### config.mk
export PLATFORM = sky130hd
export DESIGN_NAME = data_sync
export DESIGN_NICKNAME = d
export VERILOG_FILES = /design/src/rtl/data_sync.sv
export SDC_FILE = /design/constraint.sdc
export NUM_CORES = 1
export LEC_CHECK = 0
export CAP_MARGIN = 20
export CORE_ASPECT_RATIO = 1.2
export CORE_MARGIN = 3
export CORE_UTILIZATION = 31
export CTS_CLUSTER_DIAMETER = 120
export DETAILED_ROUTE_END_ITERATION = 10
export GPL_TIMING_DRIVEN = 0
export MAX_ROUTING_LAYER = met4
export PLACE_DENSITY_LB_ADDON = 0.15
export SLEW_MARGIN = 25
export SYNTH_ARGS = -nofsm -noshare
export SYNTH_HDL_FRONTEND = slang
export SYNTH_SLANG_ARGS = --single-unit
### constraint.sdc
create_clock -name clk -period 2 [get_ports clk]
set_clock_uncertainty 0.2 [all_clocks]
set_input_delay 0.3 -clock clk [delete_from_list [all_inputs] [get_ports clk]]
set_output_delay 0.3 -clock clk [all_outputs]
set_load 0.005 [all_outputs]
### src/rtl/data_sync.sv
// data_sync: destination-domain bus synchronizer.
//   A source-domain level enable is passed through a NUM_STAGES flop chain;
//   its rising edge captures the quasi-static source bus into a holding
//   register that is offered to the local consumer with valid/ready.
//   A word replaced before being accepted is flagged as an overrun and
//   counted in a saturating drop counter.
//
// Ports
//   clk          in   destination-domain clock
//   rst          in   synchronous active-high reset (from this domain's reset synchronizer)
//   unsync_bus   in   [BUS_WIDTH-1:0] source-domain data, stable while bus_enable is high
//   bus_enable   in   source-domain level enable
//   out_ready    in   consumer accepts sync_bus this cycle
//   overrun_clr  in   synchronous clear of overrun and drop_cnt
//   sync_bus     out  [BUS_WIDTH-1:0] registered captured word
//   enable_pulse out  one-cycle strobe coincident with a new sync_bus value
//   out_valid    out  sync_bus holds an unconsumed word
//   overrun      out  sticky: a word was replaced before being consumed
//   drop_cnt     out  [7:0] saturating count of dropped words
module data_sync #(
  parameter int NUM_STAGES = 2,
  parameter int BUS_WIDTH  = 8
) (
  input  logic                 clk,
  input  logic                 rst,
  input  logic [BUS_WIDTH-1:0] unsync_bus,
  input  logic                 bus_enable,
  input  logic                 out_ready,
  input  logic                 overrun_clr,
  output logic [BUS_WIDTH-1:0] sync_bus,
  output logic                 enable_pulse,
  output logic                 out_valid,
  output logic                 overrun,
  output logic [7:0]           drop_cnt
);

  logic [NUM_STAGES-1:0] r_stage;
  logic                  r_en_d;
  logic                  w_en_s;
  logic                  w_rise;
  logic                  w_drop;
  logic [7:0]            w_drop_inc;

  assign w_en_s     = r_stage[NUM_STAGES-1];
  assign w_rise     = w_en_s & ~r_en_d;
  // A new word arriving while the held one is neither accepted nor free.
  assign w_drop     = w_rise & out_valid & ~out_ready;
  assign w_drop_inc = (drop_cnt == 8'hFF) ? 8'hFF : drop_cnt + 8'd1;

  always_ff @(posedge clk) begin
    if (rst) begin
      r_stage      <= '0;
      r_en_d       <= 1'b0;
      sync_bus     <= '0;
      enable_pulse <= 1'b0;
      out_valid    <= 1'b0;
      overrun      <= 1'b0;
      drop_cnt     <= '0;
    end else begin
      // Plain shift chain: no logic between synchronizer stages.
      r_stage      <= {r_stage[NUM_STAGES-2:0], bus_enable};
      r_en_d       <= w_en_s;
      enable_pulse <= w_rise;

      if (w_rise) begin
        sync_bus  <= unsync_bus;
        out_valid <= 1'b1;
      end else if (out_valid && out_ready) begin
        out_valid <= 1'b0;
      end

      // A drop event at the same edge as a clear wins: the clear is applied
      // first, then the event is counted from zero.
      if (w_drop) begin
        overrun  <= 1'b1;
        drop_cnt <= overrun_clr ? 8'd1 : w_drop_inc;
      end else if (overrun_clr) begin
        overrun  <= 1'b0;
        drop_cnt <= '0;
      end
    end
  end

endmodule

Word level (Yosys, flattened, before mapping):

Index checks and enable logic that the tools add are counted.

* reductions and logical operators: 3
* $add $sub $neg: 1
* multiplexer cells: 8
* bitwise gates (word level): 5
* equality and inequality tests: 1

Operator list (number)
* $mux W8: 4
* $add A8 B1 Y8 const B: 1
* $eq A8 B8 Y1 const B: 1
* $mux W1: 4
* $reduce_bool A2 Y1: 2
* $and A1 B1 Y1: 3
* $not A1 Y1: 2
* $logic_and A1 B1 Y1: 1

* bits of input ports: 13
* flip-flop bits (word level): 22
* output and inout port bits: 19
* logic and storage cells: 25

Logic depth before layout (Yosys ltp):

* depth in word-level cells: 5
* mapped depth: 4
* depth with buffers taken out: 4

Least setup slack after synthesis:

No wires, ideal clock.

* path kind: register to register
* from: register drop_cnt[1]
* to: register drop_cnt[2]
* arrival: 1.209 ns
* slack: 0.500 ns
* data required time: 1.709 ns
* cell stages (with the launch flop): 5
* period minus slack after synthesis: 1.500 ns
* path buffers: 0
* setup time: 0.091 ns
* path through: dfxtp_1 -> ha_1 -> and4_2 -> a21oi_1 -> a311oi_1

* word-level cells in the longest chain between the ends: 4
* elaborated cells on any way between the ends: 5
* classes of those cells: add/sub (1); eq/ne (1); mux (3)

RTL lines
* start, declared: line 34 `output logic [7:0] drop_cnt`
* start signal, assigned: line 76 `drop_cnt <= overrun_clr ? 8'd1 : w_drop_inc;`
* $add A8 B1 Y8 / $eq A8 B8 Y1 (equally long branches): line 48 `assign w_drop_inc = (drop_cnt == 8'hFF) ? 8'hFF : drop_cnt + 8'd1;`
* $mux W8 (*): line 48
* $mux W8 (*): line 76
* $mux W8 (*): line 74 `if (w_drop) begin`

Every way passes the cells marked *; elsewhere a longest branch is shown, timed or not.
A chain may end at the register's enable or synchronous reset.

Worst setup path in the final report:

* from: register drop_cnt[2]
* to: output port drop_cnt[2]

No word-level cell between the ends.

==> flow_metrics.env <==
export IMPL_outcome="complete, no violations"
export IMPL_rsz0062_at_grt="false"
export IMPL_path_cells="clkdlybuf4s50_1"
export IMPL_slew_headroom_pct=71.14
export IMPL_path_delay_family="buffers and inverters"
export IMPL_p_per_area_mw_per_mm2=591.2
export IMPL_end_kind="output pin"
export IMPL_postCtsSetupRepairBufs=0
export IMPL_combPwrFrac_pct=8.8
export IMPL_cp_arrival_ns=1.35
export IMPL_synth_top_family_by_area="simple AND/OR/NAND/NOR gates"
export IMPL_hold_buffers=0
export IMPL_start_util_pct=34.25
export IMPL_firstDrtPassIters=2
export IMPL_maxCapViolCount=0
export IMPL_core_region_area_mm2=0.002653
export IMPL_ant_nets=0
export IMPL_hold_violations=0
export IMPL_min_period_ns=1.853
export IMPL_wirelength_um=2112
export IMPL_async_reset_ff_share_pct=0
export IMPL_ios=32
export IMPL_yosysMostFrequentCell="dfxtp_1"
export IMPL_swShare_pct=21.56
export IMPL_synth_seq_cells=22
export IMPL_layout_drive_gt1_share_pct=8.088
export IMPL_cts_buffer_depth=2
export IMPL_path_depth=1
export IMPL_postCtsResizedCells=0
export IMPL_max_stage_delay_ns=0.56
export IMPL_cts_sinks=22
export IMPL_chipWidth_um=55.42
export IMPL_h_tree_depth=1
export IMPL_finalSetupTns_ns=0
export IMPL_worstPathMaxFanout=8
export IMPL_io_buffers=31
export IMPL_synth_area_um2=908.4
export IMPL_fmax_mhz=539.8
export IMPL_grt_antenna_before_repair=0
export IMPL_syn_nets=115
export IMPL_area_growth_pct=42.70
export IMPL_worstReg2RegEnd="drop_cnt[2]"
export IMPL_endpoint="drop_cnt[2]"
export IMPL_finalCritPeriodShare_pct=92.63
export IMPL_crit_type="register to output pin"
export IMPL_grtUsageTotal_pct=13.26
export IMPL_antenna_cells=0
export IMPL_syn_inst=101
export IMPL_grt_remaining_overflow=0
export IMPL_power_frac_seq_pct=59.2
export IMPL_core_rowCount=20
export IMPL_cp_start_kind="register"
export IMPL_synthAdderAreaFrac_pct=1.377
export IMPL_synth_edff_count=0
export IMPL_reg2reg_setup_slack_ns=0.28
export IMPL_required_ns=1.50
export IMPL_ys_warn_count=0
export IMPL_synth_mux_area_share_pct=1.102
export IMPL_postSynthAreaPerCell_um2=8.994
export IMPL_yosysTopAreaCell="dfxtp_1"
export IMPL_place_congestion=0.7564
export IMPL_synth_xor_area_share_pct=0
export IMPL_grt_pass1_wl_um=3732
export IMPL_regToRegStartpoint="drop_cnt[1]"
export IMPL_cts_tree="done"
export IMPL_setup_viol=0
export IMPL_numCtsBuffers=3
export IMPL_vias_per_cell=4.905
export IMPL_worst_r2r_path_depth=4
export IMPL_ys_seq_area_share_pct=48.48
export IMPL_power_switching_uw=165.2
export IMPL_synth_compound_area_share_pct=17.49
export IMPL_ys_types=31
export IMPL_via_count=829
export IMPL_path_clk_slew_ns=0.12
export IMPL_worst_path_buf_inv=1
export IMPL_drc=0
export IMPL_die_area_mm2=0.003619
export IMPL_clkPwrFrac_pct=32.1
export IMPL_timing_final_max_slew_violations=0
export IMPL_tightestPinTransition_ns=0.4330
export IMPL_yosysTopAreaCellShare_pct=48.48
export IMPL_routedWlPerCell_um=12.50
export IMPL_fill_cells=288
export IMPL_cpMaxStageDelayCell="clkdlybuf4s50_1"
export IMPL_die_h_um=65.30
export IMPL_synthTopCellsByCount="dfxtp_1, nand2_1, a21oi_1"
export IMPL_dp_hpwl_um=1551
export IMPL_drt_iter0_drc=9
export IMPL_root_buffer="clkbuf_4"
export IMPL_synth_area_leaders="dfxtp_1, a21oi_1, nand2_1, nor2b_1, nand4bb_4"
export IMPL_yosys_area_share_simple_pct=28.51
export IMPL_grt_max_degree=13
export IMPL_final_util_pct=48.87
export IMPL_synth_ff_type="dfxtp_1"
export IMPL_min_path_type="register to register"
export IMPL_nets=151
export IMPL_ir_worst_vdd_uv=394.9
export IMPL_p_int_uw=601.2
export IMPL_insertion_delay_ns=0.30
export IMPL_worstSetupStartpoint="drop_cnt[2]"
export IMPL_grt_pass1_vias=827
export IMPL_cellLeakagePower_uw=0.0004294
==> cell families after synthesis <==
| family | count (synthesis) |
|---|---|
| and+or+nand+nor | 44 |
| muxes | 1 |
| buffers and inverters | 7 |
| AOI/OAI and AO/OA | 26 |
| DFF | 22 |
| adders and majority gates | 1 |
==> stage by stage <==
step / total power, uW / cells / hold slack [ns] / setup WS, ns / area (um2)
floorplan: 485.1 / 101 / 0.1691 / 0.4999 / 908.4
global placement: 529.6 / 165 / 0.2180 / 0.06298 / 1260
detailed placement: 530.8 / 165 / 0.2303 / 0.05851 / 1260
CTS: 777.7 / 169 / 0.2590 / 0.1361 / 1296
global route: 806.5 / 169 / 0.2644 / 0.06388 / 1296
finish: 766.4 / 169 / 0.2543 / 0.1474 / 1296
==> registers in the layout, indices dropped and copies added, names as in the netlist <==
name / flops
drop_cnt: 8
r_stage: 2
sync_bus: 8
out_valid: 1
enable_pulse: 1
r_en_d: 1
overrun: 1
==> metal layers <==
| layer | track usage [%] | share of wire (%) | up-vias |
|---|---|---|---|
| li1 | - | - | 427 |
| met1 | 15.87 | 45 | 379 |
| met2 | 21.15 | 49 | 21 |
| met3 | 2.947 | 5.1 | 2 |
| met4 | 6.383 | 1.1 | 0 |
| met5 | - | 0 | - |
==> area by class of cell <==
class | count | area [um2] | share of cell area, %
plain buffers | 4 | 16.27 | 1.255
clock buffers | 4 | 36.28 | 2.799
inverters | 3 | 11.26 | 0.8687
multi-input cells | 72 | 440.4 | 33.98
flip-flops and latches | 22 | 440.4 | 33.98
well taps | 33 | 41.29 | 3.185
repair buffers | 31 | 310.3 | 23.94
==> cell usage in the layout (no fill, tap or decap), drive strengths merged <==
| cell | instances |
|---|---|
| clkdlybuf4s50 | 31 |
| nand2 | 19 |
| and4 | 1 |
| or2 | 1 |
| inv | 3 |
| and2b | 1 |
| mux2i | 1 |
| nand4 | 2 |
| clkbuf | 8 |
| o31a | 1 |
| nand2b | 2 |
| and4bb | 1 |
| o21ai | 2 |
| o41ai | 1 |
| a41oi | 1 |
| nand3 | 2 |
| dfxtp | 22 |
| and3 | 1 |
| a311oi | 2 |
| nor2 | 4 |
| nor3b | 1 |
| nor2b | 5 |
| a21oi | 15 |
| nand4bb | 1 |
| or4 | 1 |
| ha | 1 |
| nand4b | 1 |
| or2b | 1 |
| a211oi | 3 |
| a31oi | 1 |
==> worst min path at each step <==
| stage | endpoint | startpoint | slack, ns | cells past startpoint |
|---|---|---|---|---|
| floorplan | sync_bus[3] | rst | 0.17 | 1 |
| global placement | r_stage[1] | r_stage[0] | 0.22 | 1 |
| detailed placement | r_stage[1] | r_stage[0] | 0.23 | 1 |
| CTS | r_stage[1] | r_stage[0] | 0.26 | 1 |
| global route | r_stage[1] | r_stage[0] | 0.26 | 1 |
| finish | r_stage[1] | r_stage[0] | 0.25 | 1 |
==> power by group through the flow <==
stage / registers, uW / logic (uW) / clock network (uW)
2_1_floorplan: 463 / 22.0 / 0
3_3_place_gp: 463 / 66.7 / 0
3_5_place_dp: 463 / 67.5 / 0
4_1_cts: 454 / 68.1 / 256
5_1_grt: 455 / 74.9 / 277
6_report: 453 / 67.2 / 246
Power figures use the tool's default switching activity.
